File: src/rtl/mult_seq_ctrl_if.sv
// Pipeline-side bundle of the multiply sequencer:
// issue request, operands, flush and the result strobe.
interface mult_seq_ctrl_if;
  logic        start;
  logic [2:0]  op;
  logic [31:0] operand_1;
  logic [31:0] operand_2;
  logic [31:0] hi_in;
  logic [31:0] lo_in;
  logic        flush;
  logic        stall_req;
  logic        done;
  logic [63:0] result;
  logic        hilo_we;
  logic        gpr_we;

  modport master (
    output start, op, operand_1, operand_2,
    output hi_in, lo_in, flush,
    input  stall_req, done, result,
    input  hilo_we, gpr_we
  );

  modport slave (
    input  start, op, operand_1, operand_2,
    input  hi_in, lo_in, flush,
    output stall_req, done, result,
    output hilo_we, gpr_we
  );
endinterface

File: src/rtl/mult_seq_ctrl.sv
// EX-stage sequencer for the shared combinational multiplier:
// holds operands, waits LATENCY cycles, optionally accumulates.
module mult_seq_ctrl #(
  parameter int unsigned LATENCY = 2
) (
  input  logic           clk,
  input  logic           rst,
  mult_seq_ctrl_if.slave bus,
  output logic           mult_signed,
  output logic [31:0]    mult_op1,
  output logic [31:0]    mult_op2,
  input  logic [63:0]    mult_result
);

  typedef enum logic [1:0] {
    IDLE, BUSY, ACC, DONE
  } state_e;

  localparam logic [3:0] CntLast = 4'(LATENCY - 1);

  state_e      state_q, state_d;
  logic [3:0]  cnt_q, cnt_d;
  logic [2:0]  op_q, op_d;
  logic        sgn_q, sgn_d;
  logic [31:0] op1_q, op1_d;
  logic [31:0] op2_q, op2_d;
  logic [63:0] hilo_q, hilo_d;
  logic [63:0] prod_q, prod_d;
  logic [63:0] res_q, res_d;
  logic        done_q, done_d;
  logic        hwe_q, hwe_d;
  logic        gwe_q, gwe_d;
  logic        stall;

  always_comb begin
    state_d = state_q;
    cnt_d   = cnt_q;
    op_d    = op_q;
    sgn_d   = sgn_q;
    op1_d   = op1_q;
    op2_d   = op2_q;
    hilo_d  = hilo_q;
    prod_d  = prod_q;
    res_d   = res_q;
    done_d  = 1'b0;
    hwe_d   = 1'b0;
    gwe_d   = 1'b0;
    stall   = 1'b0;

    unique case (state_q)
      IDLE: begin
        if (bus.start && !bus.flush) begin
          stall   = 1'b1;
          op_d    = bus.op;
          sgn_d   = ~bus.op[0];
          op1_d   = bus.operand_1;
          op2_d   = bus.operand_2;
          hilo_d  = {bus.hi_in, bus.lo_in};
          cnt_d   = 4'd0;
          state_d = BUSY;
        end
      end
      BUSY: begin
        stall = 1'b1;
        cnt_d = cnt_q + 4'd1;
        if (cnt_q == CntLast) begin
          prod_d = mult_result;
          if (!op_q[2]) begin
            res_d = mult_result;
          end
          state_d = op_q[2] ? ACC : DONE;
        end
      end
      ACC: begin
        stall   = 1'b1;
        res_d   = op_q[1] ? hilo_q - prod_q
                          : hilo_q + prod_q;
        state_d = DONE;
      end
      DONE: begin
        state_d = IDLE;
      end
      default: state_d = IDLE;
    endcase

    if (bus.flush) begin
      state_d = IDLE;
    end

    // strobes are registered, so they follow the state being entered
    if (state_d == DONE) begin
      done_d = 1'b1;
      hwe_d  = (op_q != 3'b010) && (op_q != 3'b011);
      gwe_d  = (op_q == 3'b010);
    end
  end

  always_ff @(posedge clk) begin
    if (rst) begin
      state_q <= IDLE;
      cnt_q   <= 4'd0;
      op_q    <= 3'd0;
      sgn_q   <= 1'b0;
      op1_q   <= 32'd0;
      op2_q   <= 32'd0;
      hilo_q  <= 64'd0;
      prod_q  <= 64'd0;
      res_q   <= 64'd0;
      done_q  <= 1'b0;
      hwe_q   <= 1'b0;
      gwe_q   <= 1'b0;
    end else begin
      state_q <= state_d;
      cnt_q   <= cnt_d;
      op_q    <= op_d;
      sgn_q   <= sgn_d;
      op1_q   <= op1_d;
      op2_q   <= op2_d;
      hilo_q  <= hilo_d;
      prod_q  <= prod_d;
      res_q   <= res_d;
      done_q  <= done_d;
      hwe_q   <= hwe_d;
      gwe_q   <= gwe_d;
    end
  end

  assign bus.stall_req = stall;
  assign bus.done      = done_q;
  assign bus.result    = res_q;
  assign bus.hilo_we   = hwe_q;
  assign bus.gpr_we    = gwe_q;
  assign mult_signed   = sgn_q;
  assign mult_op1      = op1_q;
  assign mult_op2      = op2_q;

endmodule

File: src/flat_wrapper.sv
// flat-port wrapper written by rule: the top's interface ports become plain ports
module mult_seq_ctrl_flat 
#(
  parameter int unsigned LATENCY = 2
)
  (clk, rst, mult_signed, mult_op1, mult_op2, mult_result, bus_start, bus_op, bus_operand_1, bus_operand_2, bus_hi_in, bus_lo_in, bus_flush, bus_stall_req, bus_done, bus_result, bus_hilo_we, bus_gpr_we);
  mult_seq_ctrl_if bus_i ();
  input  logic clk;
  input  logic rst;
  output logic mult_signed;
  output logic [31:0] mult_op1;
  output logic [31:0] mult_op2;
  input  logic [63:0] mult_result;
  input wire logic [$bits(bus_i.start)-1:0] bus_start;
  input wire logic [$bits(bus_i.op)-1:0] bus_op;
  input wire logic [$bits(bus_i.operand_1)-1:0] bus_operand_1;
  input wire logic [$bits(bus_i.operand_2)-1:0] bus_operand_2;
  input wire logic [$bits(bus_i.hi_in)-1:0] bus_hi_in;
  input wire logic [$bits(bus_i.lo_in)-1:0] bus_lo_in;
  input wire logic [$bits(bus_i.flush)-1:0] bus_flush;
  output wire logic [$bits(bus_i.stall_req)-1:0] bus_stall_req;
  output wire logic [$bits(bus_i.done)-1:0] bus_done;
  output wire logic [$bits(bus_i.result)-1:0] bus_result;
  output wire logic [$bits(bus_i.hilo_we)-1:0] bus_hilo_we;
  output wire logic [$bits(bus_i.gpr_we)-1:0] bus_gpr_we;
  assign bus_i.start = bus_start;
  assign bus_i.op = bus_op;
  assign bus_i.operand_1 = bus_operand_1;
  assign bus_i.operand_2 = bus_operand_2;
  assign bus_i.hi_in = bus_hi_in;
  assign bus_i.lo_in = bus_lo_in;
  assign bus_i.flush = bus_flush;
  assign bus_stall_req = bus_i.stall_req;
  assign bus_done = bus_i.done;
  assign bus_result = bus_i.result;
  assign bus_hilo_we = bus_i.hilo_we;
  assign bus_gpr_we = bus_i.gpr_we;
  mult_seq_ctrl #(.LATENCY(LATENCY)) u_core (.clk(clk), .rst(rst), .bus(bus_i), .mult_signed(mult_signed), .mult_op1(mult_op1), .mult_op2(mult_op2), .mult_result(mult_result));
endmodule
File: config.mk
export PLATFORM = sky130hd
export DESIGN_NAME = mult_seq_ctrl_flat
export DESIGN_NICKNAME = d
export VERILOG_FILES = /design/src/rtl/mult_seq_ctrl_if.sv /design/src/rtl/mult_seq_ctrl.sv /design/src/flat_wrapper.sv
export SDC_FILE = /design/constraint.sdc
export NUM_CORES = 1
export LEC_CHECK = 0
export BUFFER_PORTS_ARGS = -buffer_cell sky130_fd_sc_hd__buf_2
export CORE_MARGIN = 5
export CORE_UTILIZATION = 40
export DETAILED_ROUTE_END_ITERATION = 12
export PLACE_DENSITY = 0.62
export SLEW_MARGIN = 10
export SYNTH_ARGS = -nofsm -noshare
export SYNTH_HDL_FRONTEND = slang
export SYNTH_SLANG_ARGS = --single-unit
File: constraint.sdc
create_clock -name clk -period 4.4 [get_ports clk]
set_input_delay 0.88 -clock clk [delete_from_list [all_inputs] [get_ports clk]]
set_output_delay 0.88 -clock clk [all_outputs]
set_load 0.01 [all_outputs]
==> results.py, run 1 <==
metrics = {
    "job": {
        "cap_viol_max_count": 0,
    },
    "worst_setup_path": {
        "crit_path_cell_trace": "or4_4 > or4_4 > nor4_4 > buf_4 > buf_6 > buf_6 > buf_6 > a21oi_4 > xnor2_2 > ha_4 > buf_6 > a211oi_4 > a211oi_2 > nand2_1 > a211oi_2 > buf_4 > o21ai_2 > nand3_2 > a31oi_4 > o41ai_2 > xnor2_1 > a2111oi_2",
        "cp.required_ns": 4.88,
        "worst-path-buf-inv": 6,
        "peak_fanout_along_the_critical_path": 3,
        "timing.rr.start": "u_core.prod_q[9]$_SDFFE_PP0P_",
        "r2r_cells": 22,
        "cp_top_family": "compound AO/OA/AOI/OAI gates",
        "critical_path.slowest_cell": "sky130_fd_sc_hd__or4_4",
        "timing_worst_setup_path_type": "flop to flop",
        "worst-endpoint-arrival_ns": 5.22,
        "crit_path_start_kind": "flop",
        "crit_path_end_kind": "flop",
        "crit-reg2reg-capture": "u_core.bus.result[61]$_SDFFE_PP0P_",
        "critical_path_cell_count": 22,
        "cp-startpoint": "u_core.prod_q[9]$_SDFFE_PP0P_",
        "cp-endpoint": "u_core.bus.result[61]$_SDFFE_PP0P_",
        "critical-path-top-cell-by-count": "sky130_fd_sc_hd__buf_6",
        "reg2reg_setup_slack_ns": -0.34,
        "timing.critical_path.slowest_cell_delay_ns": 0.54,
    },
    "worst_hold_path": {
        "worst_hold_startpoint": "u_core.op_q[0]$_SDFFE_PP0P_",
        "hold_path_class": "flop to flop",
    },
    "yosys": {
        "post_syn_area_mm2": 0.0151,
        "mean_cell_area_of_the_mapped_netlist_um2": 7.45,
        "synth_top_cell_area_share_pct": 35.7,
        "library_cell_with_the_highest_instance_count_after_synthesis": "sky130_fd_sc_hd__nand2_1",
        "postSynthNetCount": 2294,
        "postSynthRegisterBits": 269,
        "ys.warnings.count": 0,
        "synth_top_flop_cell": "sky130_fd_sc_hd__dfxtp_1",
        "ys_top_cells_by_area": "sky130_fd_sc_hd__dfxtp_1 36%, sky130_fd_sc_hd__nand2_1 12%, sky130_fd_sc_hd__a21oi_1 11%",
        "synth_commonest_cells": "483 x sky130_fd_sc_hd__nand2_1, 338 x sky130_fd_sc_hd__a21oi_1, 269 x sky130_fd_sc_hd__dfxtp_1",
        "synthDistinctLibCells": 73,
        "postSynth.asyncResetShare_pct": 0,
        "synth.yosys.seq_area_share_pct": 35.7,
        "number_of_flops_mapped_to_enable_cells_by_yosys": 0,
        "synth_area_leader_cell": "sky130_fd_sc_hd__dfxtp_1",
        "synth_cells": 2024,
    },
    "cts": {
        "cts.path.max_buffers": 3,
        "cts.sink_count": 269,
        "cts_max_level": 1,
        "tritoncts": "done",
        "clock_latency_ns": 0.59,
        "clk_pin_slew_ns": 0.06,
        "ctsRootBufferMaster": "sky130_fd_sc_hd__clkbuf_16",
        "numCtsBuffers": 31,
    },
    "power": {
        "power-per-cell-area_mw_per_mm2": 403,
        "irDropWorstVdd_mv": 0.311,
        "power.total_w": 0.00846,
        "pleak_nw": 9.10,
    },
    "finish": {
        "drive_above_1_share_pct": 32.4,
        "final_net_count": 2799,
        "area_growth_pct": 39.4,
        "final.fill_count": 3544,
        "layoutNonFillerInstCount": 3065,
        "regArea_mm2": 0.00539,
        "multiInputGateArea_mm2": 0.00998,
    },
    "detailed_routing": {
        "avgViaCountPerCell": 5.24,
        "routed_wire_length_on_met2_um": 24700,
        "detailedRoute.firstPassIterationCount": 5,
        "drc_violation_total_after_the_first_tritonroute_iteration": 859,
        "met3_wirelength_um": 3800,
        "avgRoutedWirePerCell_um": 17.5,
        "route.final.wire_length_um": 53600,
        "drc": 0,
        "wl_on_met1_um": 23400,
        "drt.antenna.violating_nets": 0,
        "vias": 16100,
        "top_layer_used": "met5",
    },
    "placed_design": {
        "instance_count_after_placement_with_tap_cells_included": 2969,
        "io_buffers": 331,
        "gp_routability_congestion": 0.931,
        "detailed_place_hpwl_um": 39500,
    },
    "global_route": {
        "grt_first_pass_wirelength_um": 82500,
        "antenna_found_initial": 4,
        "grt_max_degree": 134,
        "first_global_vias": 15600,
        "grtUsageTotal_pct": 24.1,
        "gr-total-overflow": 0,
    },
    "run_status": {
        "run_status": "finished with violations",
        "failed_checks": "setup timing",
    },
    "floorplan": {
        "die_y_um": 204,
        "start_util_pct": 40.3,
        "core_area_mm2": 0.0374,
        "floorplan.rows": 71,
        "boundaryPins": 332,
        "die_x_um": 204,
        "floorplan.die_area_mm2": 0.0417,
    },
    "timing": {
        "worst_hold_slack_ns": 0.424,
        "fin_tns_setup_ns": -2.42,
        "finalMaxSlewViolations": 0,
        "timing.final.hold_violations": 0,
        "final.setup.worst_slack_ns": -0.343,
        "slew_hr_pct": 37.5,
        "final.min_clock_period_ns": 4.74,
        "final.setup_skew_ns": 0.0102,
        "setup-violations-final": 17,
        "worst_tran_pin_value_ns": 0.938,
        "timing.fmax_mhz": 211,
        "rsz0062_at_grt": "true",
        "min_period_over_period_pct": 108,
    },
}
[report_power, final]
group,switching (W),internal (W)
registers,0.0000636,0.00253
logic,0.00173,0.00156
clock network,0.00107,0.00151
[layout make-up]
class / instances / share of cell area, %
Clock inverter: 12 / 0.661
Multi-Input combinational cell: 1584 / 47.5
Sequential cell: 269 / 25.7
Tap cell: 511 / 3.04
Antenna cell: 1 / 0.0119
Clock buffer: 45 / 4.18
Inverter: 37 / 0.661
Timing Repair Buffer: 606 / 18.3
[worst reg2reg max path: stages (launching register included)]
cell,delay (ns)
sky130_fd_sc_hd__dfxtp_2,0.31
sky130_fd_sc_hd__or4_4,0.54
sky130_fd_sc_hd__or4_4,0.52
sky130_fd_sc_hd__nor4_4,0.13
sky130_fd_sc_hd__buf_4,0.18
sky130_fd_sc_hd__buf_6,0.10
sky130_fd_sc_hd__buf_6,0.08
sky130_fd_sc_hd__buf_6,0.09
sky130_fd_sc_hd__a21oi_4,0.05
sky130_fd_sc_hd__xnor2_2,0.15
sky130_fd_sc_hd__ha_4,0.32
sky130_fd_sc_hd__buf_6,0.12
sky130_fd_sc_hd__a211oi_4,0.06
sky130_fd_sc_hd__a211oi_2,0.25
sky130_fd_sc_hd__nand2_1,0.14
sky130_fd_sc_hd__a211oi_2,0.22
sky130_fd_sc_hd__buf_4,0.16
sky130_fd_sc_hd__o21ai_2,0.08
sky130_fd_sc_hd__nand3_2,0.11
sky130_fd_sc_hd__a31oi_4,0.13
sky130_fd_sc_hd__o41ai_2,0.39
sky130_fd_sc_hd__xnor2_1,0.15
sky130_fd_sc_hd__a2111oi_2,0.37
[per-layer routing]
| layer | up-vias | GRT usage [%] |
|---|---|---|
| met5 | - | 0 |
| li1 | 7968 | - |
| met2 | 481 | 39.6 |
| met1 | 7492 | 31.9 |
| met4 | 6 | 6.68 |
| met3 | 103 | 5.57 |
[cells by family after synthesis]
kind of cell / share of synthesized area [%]
simple gates: 22.7
compound gates: 21.6
flops: 35.7
buf+inv: 4.50
xor+xnor: 7.08
fa+ha+maj: 5.94
mux: 2.47
[cells in the final DEF, fill, tap and decap left out, types with 18 or more instances in the layout]
master and instances:
sky130_fd_sc_hd__nand4_1 24, sky130_fd_sc_hd__a21o_1 27, sky130_fd_sc_hd__nor3_1 20, sky130_fd_sc_hd__a211oi_1 43, sky130_fd_sc_hd__ha_1 64, sky130_fd_sc_hd__o21ai_0 23
sky130_fd_sc_hd__a21oi_1 308, sky130_fd_sc_hd__mux2i_1 36, sky130_fd_sc_hd__xnor2_1 93, sky130_fd_sc_hd__buf_6 19, sky130_fd_sc_hd__inv_1 36, sky130_fd_sc_hd__clkbuf_16 31
sky130_fd_sc_hd__buf_4 253, sky130_fd_sc_hd__buf_2 330, sky130_fd_sc_hd__xor2_1 18, sky130_fd_sc_hd__a21oi_2 26, sky130_fd_sc_hd__nand2_1 475, sky130_fd_sc_hd__dfxtp_1 266
sky130_fd_sc_hd__nor2_1 151
[state kept, by name, summed over array words and instances (netlist names), 2 cells and up]
register / flops
u_core.prod_q: 64
u_core.mult_op2: 32
u_core.mult_op1: 32
u_core.hilo_q: 64
u_core.state_q: 2
u_core.op_q: 3
u_core.bus.result: 64
u_core.cnt_q: 4
[per-stage QoR]
step | instance area (µm²) | utilization, % | setup slack [ns]
after global placement | 18700 | 50.1 | -0.361
after detailed placement | 18700 | 50.1 | -0.425
final | 21000 | 56.2 | -0.343
after CTS | 20000 | 53.6 | -0.247
after floorplan | 15100 | - | -0.0424
after global routing | 21000 | 56.2 | -0.595
[what timing repair did]
| item | CTS | global route |
|---|---|---|
| buffers inserted | 13 | 28 |
| hold buffers | 0 | 0 |
| resized for setup | 44 | 177 |
| pin swaps | 36 | 89 |
| endpoints found under the setup margin | 27 | 40 |
| endpoints found under the hold margin | 0 | 0 |
[worst min path at each step]
stage                                         to  slack [ns]  depth (start not counted)
floorplan           u_core.bus.gpr_we$_SDFF_PP0_        0.40                          1
global placement    u_core.bus.gpr_we$_SDFF_PP0_        0.41                          1
detailed placement  u_core.bus.gpr_we$_SDFF_PP0_        0.41                          1
CTS                 u_core.bus.gpr_we$_SDFF_PP0_        0.42                          1
global route        u_core.bus.gpr_we$_SDFF_PP0_        0.43                          1
finish              u_core.bus.gpr_we$_SDFF_PP0_        0.42                          1
Power figures use the tool's default switching activity.
==> run 2, diff against run 1 <==
--- a/config.mk
+++ b/config.mk
@@ -10,6 +10,7 @@
 export CORE_UTILIZATION = 40
 export DETAILED_ROUTE_END_ITERATION = 12
 export PLACE_DENSITY = 0.62
+export RECOVER_POWER = 25
 export SLEW_MARGIN = 10
 export SYNTH_ARGS = -nofsm -noshare
 export SYNTH_HDL_FRONTEND = slang
==> run 2 against run 1 <==
Compared with the run above: worst hold slack barely moved; register-to-register slack is essentially flat; wire length down 0.19%; clock skew about the same; setup slack better by 0.0020 ns; final cell count did not move; global-route usage unchanged; the flow finishes with violations (capacitance limit, slew limit, setup timing); largest power group unchanged; critical path depth unchanged; flip-flop and latch count is the same.
==> results.py, run 2 (same netlist as run 1, synthesis figures left out) <==
metrics = {
    "cts": {
        "clock_latency_ns": 0.59,
        "cts.sink_count": 269,
        "cts_max_level": 1,
        "cts.path.max_buffers": 3,
        "ctsRootBufferMaster": "sky130_fd_sc_hd__clkbuf_16",
        "clk_pin_slew_ns": 0.06,
        "numCtsBuffers": 31,
        "tritoncts": "done",
    },
    "timing": {
        "finalMaxSlewViolations": 38,
        "timing.fmax_mhz": 211,
        "final.min_clock_period_ns": 4.74,
        "worst_tran_pin_value_ns": 1.93,
        "rsz0062_at_grt": "true",
        "worst_hold_slack_ns": 0.424,
        "slew_hr_pct": -28.7,
        "final.setup.worst_slack_ns": -0.341,
        "setup-violations-final": 17,
        "final.setup_skew_ns": 0.0105,
        "fin_tns_setup_ns": -2.37,
        "timing.final.hold_violations": 0,
        "min_period_over_period_pct": 108,
    },
    "finish": {
        "multiInputGateArea_mm2": 0.00996,
        "final_net_count": 2799,
        "mostFrequentLayoutCells": "475 x sky130_fd_sc_hd__nand2_1, 308 x sky130_fd_sc_hd__a21oi_1, 266 x sky130_fd_sc_hd__dfxtp_1",
        "layout.cells.most_common": "sky130_fd_sc_hd__nand2_1",
        "final.fill_count": 3590,
        "regArea_mm2": 0.00539,
        "drive_above_1_share_pct": 28.9,
        "area_growth_pct": 38.5,
    },
    "worst_setup_path": {
        "reg2reg_setup_slack_ns": -0.34,
        "worst-endpoint-arrival_ns": 5.22,
        "timing_worst_setup_path_type": "flop to flop",
        "crit-reg2reg-capture": "u_core.bus.result[61]$_SDFFE_PP0P_",
        "crit_path_end_kind": "flop",
        "peak_fanout_along_the_critical_path": 3,
        "cp.required_ns": 4.88,
        "cp-startpoint": "u_core.prod_q[9]$_SDFFE_PP0P_",
        "cp-endpoint": "u_core.bus.result[61]$_SDFFE_PP0P_",
        "r2r_cells": 22,
        "crit_path_start_kind": "flop",
        "timing.rr.start": "u_core.prod_q[9]$_SDFFE_PP0P_",
    },
    "floorplan": {
        "floorplan.die_area_mm2": 0.0417,
        "die_x_um": 204,
        "start_util_pct": 40.3,
        "floorplan.rows": 71,
        "core_area_mm2": 0.0374,
        "die_y_um": 204,
        "boundaryPins": 332,
    },
    "global_route": {
        "grt_max_degree": 134,
        "gr-total-overflow": 0,
        "first_global_vias": 15600,
        "grt_first_pass_wirelength_um": 82500,
        "grtUsageTotal_pct": 24.1,
        "antenna_found_initial": 4,
    },
    "power": {
        "irDropWorstVdd_mv": 0.310,
        "pleak_nw": 8.73,
        "switching_share_of_power_pct": 33.9,
        "power.share.sequential_pct": 30.7,
        "total_switching_power_w": 0.00287,
        "power.clock.fraction_pct": 30.5,
        "combPwrFrac_pct": 38.7,
        "power-per-cell-area_mw_per_mm2": 405,
        "p_int_w": 0.00559,
    },
    "run_status": {
        "run_status": "finished with violations",
        "failed_checks": "capacitance limit, slew limit, setup timing",
    },
    "detailed_routing": {
        "vias": 16100,
        "drt.antenna.violating_nets": 0,
        "avgViaCountPerCell": 5.25,
        "drc_violation_total_after_the_first_tritonroute_iteration": 818,
        "route.final.wire_length_um": 53500,
        "drc": 0,
        "detailedRoute.firstPassIterationCount": 6,
        "avgRoutedWirePerCell_um": 17.4,
    },
    "job": {
        "cap_viol_max_count": 1,
    },
    "worst_hold_path": {
        "hold_path_class": "flop to flop",
    },
    "placed_design": {
        "gp_routability_congestion": 0.931,
        "detailed_place_hpwl_um": 39500,
        "io_buffers": 331,
    },
}
run 2: cell count changes in the layout (fill, tap and decap cells not counted):
cell / previous run / this run
sky130_fd_sc_hd__buf_2: 330 / 241
sky130_fd_sc_hd__ha_4: 2 / 1
sky130_fd_sc_hd__ha_1: 64 / 65
sky130_fd_sc_hd__clkbuf_1: 9 / 98
run 2: area by class of cell:
cell class / instances / share of cell area [%]
Antenna cell: 1 / 0.0120
Clock buffer: 45 / 4.21
Multi-Input combinational cell: 1584 / 47.7
Clock inverter: 12 / 0.665
Inverter: 37 / 0.665
Timing Repair Buffer: 606 / 17.9
Sequential cell: 269 / 25.8
Tap cell: 511 / 3.06
run 2: worst min path at each step:
stage | startpoint | endpoint | slack (ns) | depth (start not counted)
6_report | u_core.op_q[0]$_SDFFE_PP0P_ | u_core.bus.gpr_we$_SDFF_PP0_ | 0.42 | 1
5_1_grt | u_core.op_q[0]$_SDFFE_PP0P_ | u_core.bus.gpr_we$_SDFF_PP0_ | 0.43 | 1
4_1_cts | u_core.op_q[0]$_SDFFE_PP0P_ | u_core.bus.gpr_we$_SDFF_PP0_ | 0.42 | 1
3_5_place_dp | u_core.op_q[0]$_SDFFE_PP0P_ | u_core.bus.gpr_we$_SDFF_PP0_ | 0.41 | 1
3_3_place_gp | u_core.op_q[0]$_SDFFE_PP0P_ | u_core.bus.gpr_we$_SDFF_PP0_ | 0.41 | 1
2_1_floorplan | u_core.op_q[0]$_SDFFE_PP0P_ | u_core.bus.gpr_we$_SDFF_PP0_ | 0.40 | 1
run 2: per-stage QoR:
| step | power (W) | setup WS [ns] | cell area (µm²) | std cells | util, % |
|---|---|---|---|---|---|
| final | 0.00845 | -0.341 | 20900 | 3065 | 55.8 |
| after global routing | 0.00891 | -0.595 | 20900 | 3065 | 55.8 |
| after CTS | 0.00807 | -0.247 | 20000 | 3039 | 53.6 |
| after detailed placement | 0.00531 | -0.425 | 18700 | 2969 | 50.1 |
| after global placement | 0.00530 | -0.361 | 18700 | 2969 | 50.1 |
| after floorplan | 0.00415 | -0.0424 | 15100 | 2024 | - |
run 2: critical path, stage by stage (launching register included):
cell and delay, ns:
sky130_fd_sc_hd__dfxtp_2 0.31, sky130_fd_sc_hd__or4_4 0.54, sky130_fd_sc_hd__or4_4 0.51, sky130_fd_sc_hd__nor4_4 0.13
sky130_fd_sc_hd__buf_4 0.18, sky130_fd_sc_hd__buf_6 0.09, sky130_fd_sc_hd__buf_6 0.08, sky130_fd_sc_hd__buf_6 0.09
sky130_fd_sc_hd__a21oi_4 0.05, sky130_fd_sc_hd__xnor2_2 0.15, sky130_fd_sc_hd__ha_4 0.32, sky130_fd_sc_hd__buf_6 0.12
sky130_fd_sc_hd__a211oi_4 0.05, sky130_fd_sc_hd__a211oi_2 0.25, sky130_fd_sc_hd__nand2_1 0.14, sky130_fd_sc_hd__a211oi_2 0.22
sky130_fd_sc_hd__buf_4 0.16, sky130_fd_sc_hd__o21ai_2 0.08, sky130_fd_sc_hd__nand3_2 0.11, sky130_fd_sc_hd__a31oi_4 0.13
sky130_fd_sc_hd__o41ai_2 0.39, sky130_fd_sc_hd__xnor2_1 0.15, sky130_fd_sc_hd__a2111oi_2 0.37
run 2: per-layer routing:
layer  share of wire (%)  global-route usage [%]  wire length (µm)
met1                  44                    31.9             23300
met5               0.058                       0                31
met2                  46                    39.6             24600
met3                 7.2                    5.57              3840
met4                 3.1                    6.68              1650
run 2: what timing repair did:
action	in CTS	in global routing
endpoints found under the setup margin	27	40
hold buffers	0	0
gates resized for setup	44	177
gates cloned	0	0
pin swaps	36	89
setup buffers	13	28
run 2: power groups by stage:
| stage | combinational (W) | clock, W | sequential, W |
|---|---|---|---|
| 6_report | 0.00328 | 0.00258 | 0.00260 |
| 5_1_grt | 0.00354 | 0.00276 | 0.00261 |
| 4_1_cts | 0.00282 | 0.00265 | 0.00260 |
| 3_5_place_dp | 0.00266 | 0 | 0.00265 |
| 3_3_place_gp | 0.00265 | 0 | 0.00265 |
| 2_1_floorplan | 0.00149 | 0 | 0.00266 |
